File: src/rtl/video_timing_pkg.sv
// Shared raster timing constants, screen bounds and sync decode helper.
package video_timing_pkg;

  localparam int CNT_W = 9;

  localparam int CLK_DIV_DEF        = 16;
  localparam int H_TOTAL_DEF        = 400;
  localparam int H_SYNC_END_DEF     = 30;
  localparam int H_ACTIVE_START_DEF = 64;
  localparam int H_ACTIVE_END_DEF   = 392;
  localparam int V_TOTAL_DEF        = 262;
  localparam int V_SYNC_END_DEF     = 3;
  localparam int V_ACTIVE_START_DEF = 22;
  localparam int V_ACTIVE_END_DEF   = 262;

  // Visible window bounds (inclusive), shared with the renderer
  localparam int SCREEN_LEFT   = H_ACTIVE_START_DEF;
  localparam int SCREEN_RIGHT  = H_ACTIVE_END_DEF - 1;
  localparam int SCREEN_TOP    = V_ACTIVE_START_DEF;
  localparam int SCREEN_BOTTOM = V_ACTIVE_END_DEF - 1;

  typedef struct packed {
    logic h_sync;   // active low
    logic v_sync;   // active low
    logic c_sync;   // active low, serrated in vsync
    logic blank;    // 1 = visible
  } sync_t;

  localparam sync_t SYNC_RST = '{h_sync: 1'b1, v_sync: 1'b1, c_sync: 1'b1, blank: 1'b0};

  // Active-high hs/vs/visible -> DAC-facing sync levels
  function automatic sync_t decode_sync(input logic hs, input logic vs, input logic vis);
    sync_t s;
    s.h_sync = ~hs;
    s.v_sync = ~vs;
    s.c_sync = ~(hs ^ vs);
    s.blank  = vis;
    return s;
  endfunction

endpackage

File: src/rtl/video_timing_gen_pixel_clock_div.sv
// Pixel clock divider: free-running count, 50% pixel clock and advance tick.
module pixel_clock_div #(
  parameter int CLK_DIV = 16
) (
  input  logic clk,
  input  logic rst,
  output logic pixel_clock,
  output logic pixel_tick,
  output logic advance
);

  localparam int DW = $clog2(CLK_DIV);
  localparam logic [DW-1:0] D_LAST = DW'(CLK_DIV - 1);
  // Count value one edge before the divider reaches CLK_DIV/2
  localparam logic [DW-1:0] D_HALF = DW'(CLK_DIV / 2 - 1);

  if (CLK_DIV < 2 || (CLK_DIV % 2) != 0) begin : g_bad_div
    $error("pixel_clock_div: CLK_DIV must be even and >= 2");
  end

  logic [DW-1:0] d;

  // High during the cycle whose closing edge wraps d to 0
  assign advance = (d == D_LAST);

  // Divider count, pixel clock phase and registered tick pulse
  always_ff @(posedge clk) begin
    if (rst) begin
      d           <= '0;
      pixel_clock <= 1'b0;
      pixel_tick  <= 1'b0;
    end else begin
      pixel_tick <= advance;
      if (advance) begin
        d           <= '0;
        pixel_clock <= 1'b0;
      end else begin
        d <= d + 1'b1;
        if (d == D_HALF) pixel_clock <= 1'b1;
      end
    end
  end

endmodule

File: src/rtl/video_timing_gen.sv
// Raster timing source: beam counters plus registered sync/blank decode.
module video_timing_gen
  import video_timing_pkg::*;
#(
  parameter int CLK_DIV        = CLK_DIV_DEF,
  parameter int H_TOTAL        = H_TOTAL_DEF,
  parameter int H_SYNC_END     = H_SYNC_END_DEF,
  parameter int H_ACTIVE_START = H_ACTIVE_START_DEF,
  parameter int H_ACTIVE_END   = H_ACTIVE_END_DEF,
  parameter int V_TOTAL        = V_TOTAL_DEF,
  parameter int V_SYNC_END     = V_SYNC_END_DEF,
  parameter int V_ACTIVE_START = V_ACTIVE_START_DEF,
  parameter int V_ACTIVE_END   = V_ACTIVE_END_DEF
) (
  input  logic             Clock_100Mhz,
  input  logic             Reset,
  output logic             PIXEL_CLOCK,
  output logic             PIXEL_TICK,
  output logic [CNT_W-1:0] H_COUNTER,
  output logic [CNT_W-1:0] V_COUNTER,
  output logic             H_SYNC,
  output logic             V_SYNC,
  output logic             C_SYNC,
  output logic             VGA_BLANK,
  output logic             FRAME_START
);

  if (H_TOTAL > 512 || V_TOTAL > 512) begin : g_bad_total
    $error("video_timing_gen: H_TOTAL and V_TOTAL must be <= 512");
  end

  // One extra bit so bounds like 512 still compare correctly
  localparam int CW = CNT_W + 1;
  localparam logic [CW-1:0] H_LAST = CW'(H_TOTAL - 1);
  localparam logic [CW-1:0] V_LAST = CW'(V_TOTAL - 1);
  localparam logic [CW-1:0] H_SE   = CW'(H_SYNC_END);
  localparam logic [CW-1:0] V_SE   = CW'(V_SYNC_END);
  localparam logic [CW-1:0] H_AS   = CW'(H_ACTIVE_START);
  localparam logic [CW-1:0] H_AE   = CW'(H_ACTIVE_END);
  localparam logic [CW-1:0] V_AS   = CW'(V_ACTIVE_START);
  localparam logic [CW-1:0] V_AE   = CW'(V_ACTIVE_END);

  logic             advance;
  logic [CNT_W-1:0] h, v, h_nxt, v_nxt;
  logic [CW-1:0]    hx, vx;
  logic             hs, vs, vis, frame;
  sync_t            sync_q;

  pixel_clock_div #(.CLK_DIV(CLK_DIV)) u_div (
    .clk         (Clock_100Mhz),
    .rst         (Reset),
    .pixel_clock (PIXEL_CLOCK),
    .pixel_tick  (PIXEL_TICK),
    .advance     (advance)
  );

  // Next beam position; V steps only on the H wrap
  always_comb begin
    h_nxt = h;
    v_nxt = v;
    if (advance) begin
      if ({1'b0, h} == H_LAST) begin
        h_nxt = '0;
        v_nxt = ({1'b0, v} == V_LAST) ? '0 : v + 1'b1;
      end else begin
        h_nxt = h + 1'b1;
      end
    end
  end

  // Decode from the next position so outputs move with the counters
  assign hx  = {1'b0, h_nxt};
  assign vx  = {1'b0, v_nxt};
  assign hs  = hx < H_SE;
  assign vs  = vx < V_SE;
  assign vis = (hx >= H_AS) && (hx < H_AE) && (vx >= V_AS) && (vx < V_AE);

  // Counter, decode and frame-start registers
  always_ff @(posedge Clock_100Mhz) begin
    if (Reset) begin
      h      <= '0;
      v      <= '0;
      sync_q <= SYNC_RST;
      frame  <= 1'b0;
    end else begin
      h     <= h_nxt;
      v     <= v_nxt;
      frame <= advance && (h_nxt == '0) && (v_nxt == '0);
      if (advance) sync_q <= decode_sync(hs, vs, vis);
    end
  end

  assign H_COUNTER   = h;
  assign V_COUNTER   = v;
  assign H_SYNC      = sync_q.h_sync;
  assign V_SYNC      = sync_q.v_sync;
  assign C_SYNC      = sync_q.c_sync;
  assign VGA_BLANK   = sync_q.blank;
  assign FRAME_START = frame;

endmodule

File: config.mk
export PLATFORM = sky130hd
export DESIGN_NAME = video_timing_gen
export DESIGN_NICKNAME = d
export VERILOG_FILES = /design/src/rtl/video_timing_pkg.sv /design/src/rtl/video_timing_gen_pixel_clock_div.sv /design/src/rtl/video_timing_gen.sv
export SDC_FILE = /design/constraint.sdc
export NUM_CORES = 1
export LEC_CHECK = 0
export ABC_AREA = 1
export CAP_MARGIN = 20
export CELL_PAD_IN_SITES_DETAIL_PLACEMENT = 2
export CELL_PAD_IN_SITES_GLOBAL_PLACEMENT = 2
export CORE_ASPECT_RATIO = 1.75
export CORE_MARGIN = 2
export CORE_UTILIZATION = 26
export DETAILED_ROUTE_END_ITERATION = 12
export MAX_ROUTING_LAYER = met4
export PLACE_DENSITY_LB_ADDON = 0.12
export SLEW_MARGIN = 20
export SYNTH_ARGS = -nofsm -noshare
export SYNTH_HDL_FRONTEND = slang
export SYNTH_SLANG_ARGS = --single-unit
File: constraint.sdc
create_clock -name Clock_100Mhz -period 1.6 [get_ports Clock_100Mhz]
set_input_delay 0.32 -clock Clock_100Mhz [delete_from_list [all_inputs] [get_ports Clock_100Mhz]]
set_output_delay 0.32 -clock Clock_100Mhz [all_outputs]
set_load 0.02 [all_outputs]
# Yosys cells after proc, flatten, opt, wreduce, memory -nomap -nowiden
# Index checks and enable logic that the tools add are counted.
# Widths: inputs -> output; s select.
word_totals:
  register_bits: 29
  in_bits: 2
  output_inout_bits: 25
  wordCells: 40
classes:
  n_addsub: 3
  magnitude_cmp: 6
  n_eq_ne: 4
  muxes: 5
  n_bitwise: 4
  reduce_logical: 8
op_table:
  columns: ["op", "n"]
  rows:
  - ["$mux 9", 5]
  - ["$add 9x1->9 const B", 2]
  - ["$eq 9x9->1 const B", 2]
  - ["$logic_not 9->1", 2]
  - ["$lt 9x9->1 const B", 2]
  - ["$ge 9x5->1 const B", 1]
  - ["$ge 9x7->1 const B", 1]
  - ["$lt 9x2->1 const B", 1]
  - ["$lt 9x5->1 const B", 1]
  - ["$logic_and 1x1->1", 5]
  - ["$add 4x1->4 const B", 1]
  - ["$eq 4x3->1 const B", 1]
  - ["$eq 4x4->1 const B", 1]
  - ["$not 1->1", 3]
  - ["$reduce_or 2->1", 1]
  - ["$xor 1x1->1", 1]

# Depth between registers and ports, before layout
logic_depth:
  ltp_word: 7
  depth_mapped: 15
  ltp_nobuf: 15

# By module
# Synthesis repeated with hierarchy kept, for this count alone.
unflattened:
  cells_unflattened: 276
  hier_area_um2: 1773.0
modules_own_cells:
  columns: ["mod", "n_inst", "cells_per_inst", "area_per_inst_um2", "seq_area_each_um2"]
  rows:
  - ["video_timing_gen", 1, 252, 1550.2, 460.4]
  - ["pixel_clock_div", 1, 24, 222.7, 120.1]

# Least setup slack after synthesis
# Ideal clock, no wire load.
synth_path:
  kind: "reg2reg"
  startpoint: "register h[0] (netlist: H_COUNTER[0])"
  endpoint: "register sync_q (netlist bit C_SYNC)"
  setup_ns: 0.109
  arrival_ns: 1.798
  t_required_ns: 1.491
  path_slack_ns: -0.307
  stages_incl_launch_ff: 15
  n_path_buf: 0
  period_less_slack_ns: 1.907
  cell_sequence: "dfxtp_1 -> ha_1 -> nand2_1 -> nor2_4 -> nand3_4 -> nor2_4 -> nand2_1 -> nand2_2 -> nand2_2 -> nor2_2 -> nand3_1 -> nand2_1 -> nand3_1 -> nand2_1 -> inv_1"
synth_between:
  elab_chain_cells: 6
  elab_cells_between_ends: 10
  classes_between: "add/sub: 1; order compare: 2; eq/ne: 1; mux: 4; bitwise: 2"
synth_lines:
  columns: ["item", "line_no", "text"]
  rows:
  - ["start: declaration", "video_timing_gen.sv:44", "logic [CNT_W-1:0] h, v, h_nxt, v_nxt;"]
  - ["start signal: assignment", "video_timing_gen.sv:86", "h <= h_nxt;"]
  - ["$add 9x1->9 / $eq 9x9->1 (equally long branches)", "video_timing_gen.sv:66, video_timing_gen.sv:62", null]
  - ["$mux 9", "video_timing_gen.sv:62", "if ({1'b0, h} == H_LAST) begin"]
  - ["$mux 9", "video_timing_gen.sv:61", "if (advance) begin"]
  - ["$lt 9x5->1 / $lt 9x2->1 (equally long branches)", "video_timing_gen.sv:74, video_timing_gen.sv:75", null]
  - ["$xor 1x1->1 *", "video_timing_pkg.sv:36", "s.c_sync = ~(hs ^ vs);"]
  - ["$not 1->1 *", "video_timing_pkg.sv:36", null]
  - ["end signal: assignment", "video_timing_gen.sv:89", "if (advance) sync_q <= decode_sync(hs, vs, vis);"]
  - ["end: declaration", "video_timing_gen.sv:47", "sync_t sync_q;"]
# Mark *: on every way between the ends. The rest lies on a longest branch, timed or not.
# A chain may end at the register's enable or synchronous reset.

# Final worst setup path
layout_path:
  startpoint: "register h[1] (netlist: H_COUNTER[1])"
  endpoint: "register frame (netlist: FRAME_START)"
layout_between:
  elab_chain_cells: 6
  elab_cells_between_ends: 10
  classes_between: "add/sub: 1; eq/ne: 1; mux: 4; reduce/logical: 4"
layout_lines:
  columns: ["item", "line_no", "text"]
  rows:
  - ["$add 9x1->9 / $eq 9x9->1 (equally long branches)", "video_timing_gen.sv:66, video_timing_gen.sv:62", null]
  - ["$mux 9", "video_timing_gen.sv:62", null]
  - ["$mux 9", "video_timing_gen.sv:61", null]
  - ["$logic_not 9->1", "video_timing_gen.sv:88", "frame <= advance && (h_nxt == '0) && (v_nxt == '0);"]
  - ["$logic_and 1x1->1", "video_timing_gen.sv:88", null]
  - ["$logic_and 1x1->1 *", "video_timing_gen.sv:88", null]
  - ["end signal: assignment", "video_timing_gen.sv:88", null]
  - ["end: declaration", "video_timing_gen.sv:46", "logic hs, vs, vis, frame;"]
# Marks and branches as above.

==> qor.txt <==
Logic pwr share -> 3.2%
crit path launch type -> register
Ys Warns -> 0
DRT Wirelength -> 12,870 um
final setup margin -> -604.3 ps
Final Setup Violations -> 18
M2 GR Usage -> 59.73%
DRC -> 0
Avg Cell Area, Syn -> 6.296 um2
final slew viol count -> 0
Max Freq -> 453.7 MHz
core area -> 0.006588 mm2
Synth Area in XOR/XNOR -> 0%
area leader, netlist -> dfxtp_1
final hold viol count -> 0
top post-synthesis cells by area -> dfxtp_1 (33%), nand2_1 (17%), nor2_1 (9.5%)
arrival time at the worst endpoint -> 2420 ps
Routability Congestion -> 0.8350
failing checks -> setup timing
Seq pwr share -> 38.6%
CTS max path bufs -> 2
Total GRT Usage -> 32.64%
port bufs -> 26
Crit Path Class -> register to register
top cell type's share of synthesized area -> 32.70%
Final Power -> 1.893 mW
mux share of post-synthesis cell area -> 0%
CTS tree -> built
largest family of logic cells by synthesized area -> simple AND/OR/NAND/NOR gates
Pleak -> 1.683 nW
sw frac -> 22.77%
Slew @ Worst Pin -> 288.2 ps
setup slack, reg-to-reg -> -600 ps
Crit. End Element -> register
Top Ports -> 27
fill cell count -> 739
synth unique cells -> 22
Peak VDD IR -> 0.5975 mV
area growth from synthesis to layout -> 91.54%
synthesized area -> 0.001775 mm2
Gate Count Post-Synth -> 282
Synth Register Bits -> 29
fin cells -> 492
Synth Area in Adders -> 2.819%
drt first pass iters -> 4
Syn Nets -> 288
sequential area share after synthesis -> 32.70%
clock sink total -> 29
Worst Path Max Fanout -> 5
sw power -> 431.2 uW
Internal -> 1.462 mW
required time of the critical path -> 1820 ps
H-tree depth -> 2
die width -> 66.47 um
initial drt markers -> 122
grt total ovfl -> 0
RSZ-0062 raised after global routing -> yes
Via density -> 5.295
Hold Path Class -> register to register
vias in the first global route -> 3,002
GRT met3 Usage -> 4.473%
Slew Limit Headroom -> 80.79%
run status -> finished with violations
Detail Placement HPWL -> 6757 um
fraction of layout cells with a size suffix above 1 -> 48.54%
DRT antenna net count -> 0
global-route wire length before repair -> 17,020 um
Tcrit/Tclk final -> 137.8%
Most Crowded Layer GR -> met2
Final #Nets -> 415
CTS root buffer -> clkbuf_16
largest net degree at the start of global routing -> 19
clock latency at the later pin of the worst-skew pair -> 290 ps
initial antenna violation count -> 0
# placed instances -> 466
Clk network pwr share -> 58.2%
most common cell after layout, fill and taps aside -> buf_4
GR Util met1 -> 28.65%
Compound-Gate Fraction of Synth Area -> 5.074%
CTS clk-pin slew, worst paths -> 60 ps
die area -> 0.007531 mm2
die height -> 113.3 um
simple-gate area share of the yosys netlist -> 49.33%
fin crit period -> 2204 ps
Fin Clk Skew -> 8.426 ps
via count -> 2,605
power per standard cell area -> 556.8 mW/mm2
most frequent cells in the layout -> buf_4 (85), nand2_1 (59), inv_1 (34)
Diodes inserted -> 0
cts bufs inserted -> 5
WL/cell -> 26.15 um
initial core utilization -> 26.95%
Core Rows -> 39
max_cap viols -> 0
-- per-stage QoR --
step / instance area (um2) / utilization, % / setup slack, ps / hold WS (ps) / TNS, ps
after floorplan: 1823 / - / -123.4 / 395.6 / -235.1
after global placement: 2763 / 41.94 / -404.3 / 462.2 / -2037
after detailed placement: 2763 / 41.94 / -515.1 / 487.0 / -3240
after CTS: 3184 / 48.34 / -344.0 / 505.0 / -1958
after global routing: 3401 / 51.62 / -660.6 / 549.0 / -5992
final: 3401 / 51.62 / -604.3 / 516.4 / -4934
-- registers in the layout, summed over array words and instances, names as in the netlist --
register           cells
H_COUNTER              9
V_COUNTER              9
u_div.d                4
C_SYNC                 1
FRAME_START            1
H_SYNC                 1
VGA_BLANK              1
V_SYNC                 1
u_div.pixel_clock      1
u_div.pixel_tick       1
-- area by class of cell --
| type | instances | area, um2 | area share (%) |
|---|---|---|---|
| Clock buffer | 8 | 167.7 | 4.930 |
| Sequential cell | 29 | 603.1 | 17.73 |
| Multi-Input combinational cell | 210 | 1340 | 39.40 |
| Inverter | 40 | 155.1 | 4.562 |
| Tap cell | 82 | 102.6 | 3.017 |
| Timing Repair Buffer | 123 | 1032 | 30.35 |
-- synthesized netlist by cell type (all sizes together) --
library cell,number
clkbuf,2
buf,2
nor3,4
o21ai,9
dfxtp,29
ha,4
nand3,29
nand2,87
or2,1
clkinv,1
nor2,54
inv,39
nand4,12
a21oi,9
-- logic make-up (layout without fill, tap and decap cells) --
group,Yosys count,after routing
AND/OR/NAND/NOR,187,188
buffers and inverters,44,171
flip-flops,29,29
AO/OA/AOI/OAI,18,18
adder cells (fa/ha/maj),4,4
-- power by group through the flow --
stage,registers (mW),logic [mW],clock network (mW)
6_report,0.732,0.0598,1.10
5_1_grt,0.732,0.0621,1.13
4_1_cts,0.731,0.0495,1.07
3_5_place_dp,0.743,0.0453,0
3_3_place_gp,0.742,0.0412,0
2_1_floorplan,0.743,0.0201,0
-- repair_timing --
item,4_1_cts,5_1_grt
gates cloned,1,0
pin swaps,21,22
endpoints found under the setup margin,35,21
buffers inserted,14,6
gates resized for setup,63,45
hold buffers,0,0
-- final timing paths --
check,startpoint,endpoint,depth (start not counted)
setup / recovery,H_COUNTER[1],FRAME_START,12
hold / removal,V_SYNC,V_SYNC,2
setup reg to reg,H_COUNTER[1],FRAME_START,12
hold reg to reg,V_SYNC,V_SYNC,2
-- routing by layer --
metal  share of wire (%)  up-vias
met1                  34     1298
met2                  56      102
met3                 2.9       63
met4                 7.5        0
met5                   0        -
li1                    -     1142
-- critical path: stages, from the launching register on --
cell	delay [ps]
dfxtp_4	360
ha_4	180
nand2_4	70
nor2_4	240
nand3_4	210
nor2_4	190
nand2_1	100
nand2_2	120
nand2_4	80
buf_4	140
nor2_2	100
nand4_1	160
nor2_2	180
Note: power is estimated with default switching activity, not from simulation.
==> RTL change, RTL diff (same flow settings) <==
The output `FRAME_START` loses its register stage (`frame` becomes a continuous assignment).
--- a/src/rtl/video_timing_gen.sv
+++ b/src/rtl/video_timing_gen.sv
@@ -81,14 +81,14 @@
       h      <= '0;
       v      <= '0;
       sync_q <= SYNC_RST;
-      frame  <= 1'b0;
     end else begin
       h     <= h_nxt;
       v     <= v_nxt;
-      frame <= advance && (h_nxt == '0) && (v_nxt == '0);
       if (advance) sync_q <= decode_sync(hs, vs, vis);
     end
   end
+
+  assign frame = advance && (h_nxt == '0) && (v_nxt == '0);
 
   assign H_COUNTER   = h;
   assign V_COUNTER   = v;
Behaviour: no difference found for any inputs over 10 cycles, from zero or initial values and one cycle with Reset high; that may be too few to reach the edited logic, so the function may still have changed.
==> RTL change against the original RTL <==
The run now fails in global routing (5_1_grt). Synthesized area decreased by 0.42%. Synthesized cell count shrank 1.1%.
==> RTL change: results <==
export IMPL_outcome="aborted with a tool error"
export IMPL_lastStage="global routing (5_1_grt)"
export IMPL_tool_error="[ERROR DPL-0033] detailed placement checks failed during check placement."
export IMPL_syn_num_nets=285
export IMPL_ys_warn_count=0
export IMPL_ys_types=26
export IMPL_worst_ep_kind="primary output"
export IMPL_syn_inst=279
export IMPL_antenna_found_initial=0
export IMPL_grt_worst_endpoint="FRAME_START"
export IMPL_grt_max_degree=15
export IMPL_cts_sinks=28
export IMPL_root_buffer="clkbuf_16"
export IMPL_gp_congestion=0.851
export IMPL_placedCellCount=465
export IMPL_htree_levels=1
export IMPL_ys_flop_type="dfxtp_1"
export IMPL_ys_async_sr_fraction_pct=0
export IMPL_ys_top_cells_by_count="87 x nand2_1, 42 x nor2_1, 32 x inv_1"
export IMPL_clk_path_buf_depth=2
export IMPL_synth_area_top_cells="dfxtp_1 32%, nand2_1 18%, nor2_1 8.9%, nand3_1 7.1%, inv_1 6.8%"
export IMPL_portBuffers=26
export IMPL_numCtsBuffers=3
export IMPL_dpl_hpwl_mm=6.23
export IMPL_synth_yosys_seq_area_share_pct=31.7
## RTL change: timing repair
action / 4_1_cts
setup buffers: 17
gates resized for setup: 60
endpoints found under the setup margin: 26
cloned: 0
pin swaps: 26
## RTL change: kinds of logic after synthesis
logic type | Yosys count | synth area share, %
simple gates | 187 | 49.8
buf+inv | 42 | 9.77
flops | 28 | 31.7
compound gates | 17 | 5.45
fa+ha+maj | 4 | 2.83
xor+xnor | 1 | 0.495
## RTL change: stage by stage
step / worst slack, ns / hold slack, ns / TNS, ns / utilization [%] / instance area [um2]
after CTS: -0.802 / 0.464 / -3.58 / 47.8 / 3130
after detailed placement: -1.08 / 0.455 / -3.37 / 43.0 / 2810
after floorplan: -0.427 / 0.420 / -0.641 / - / 1860
after global placement: -1.01 / 0.445 / -2.92 / 43.0 / 2810
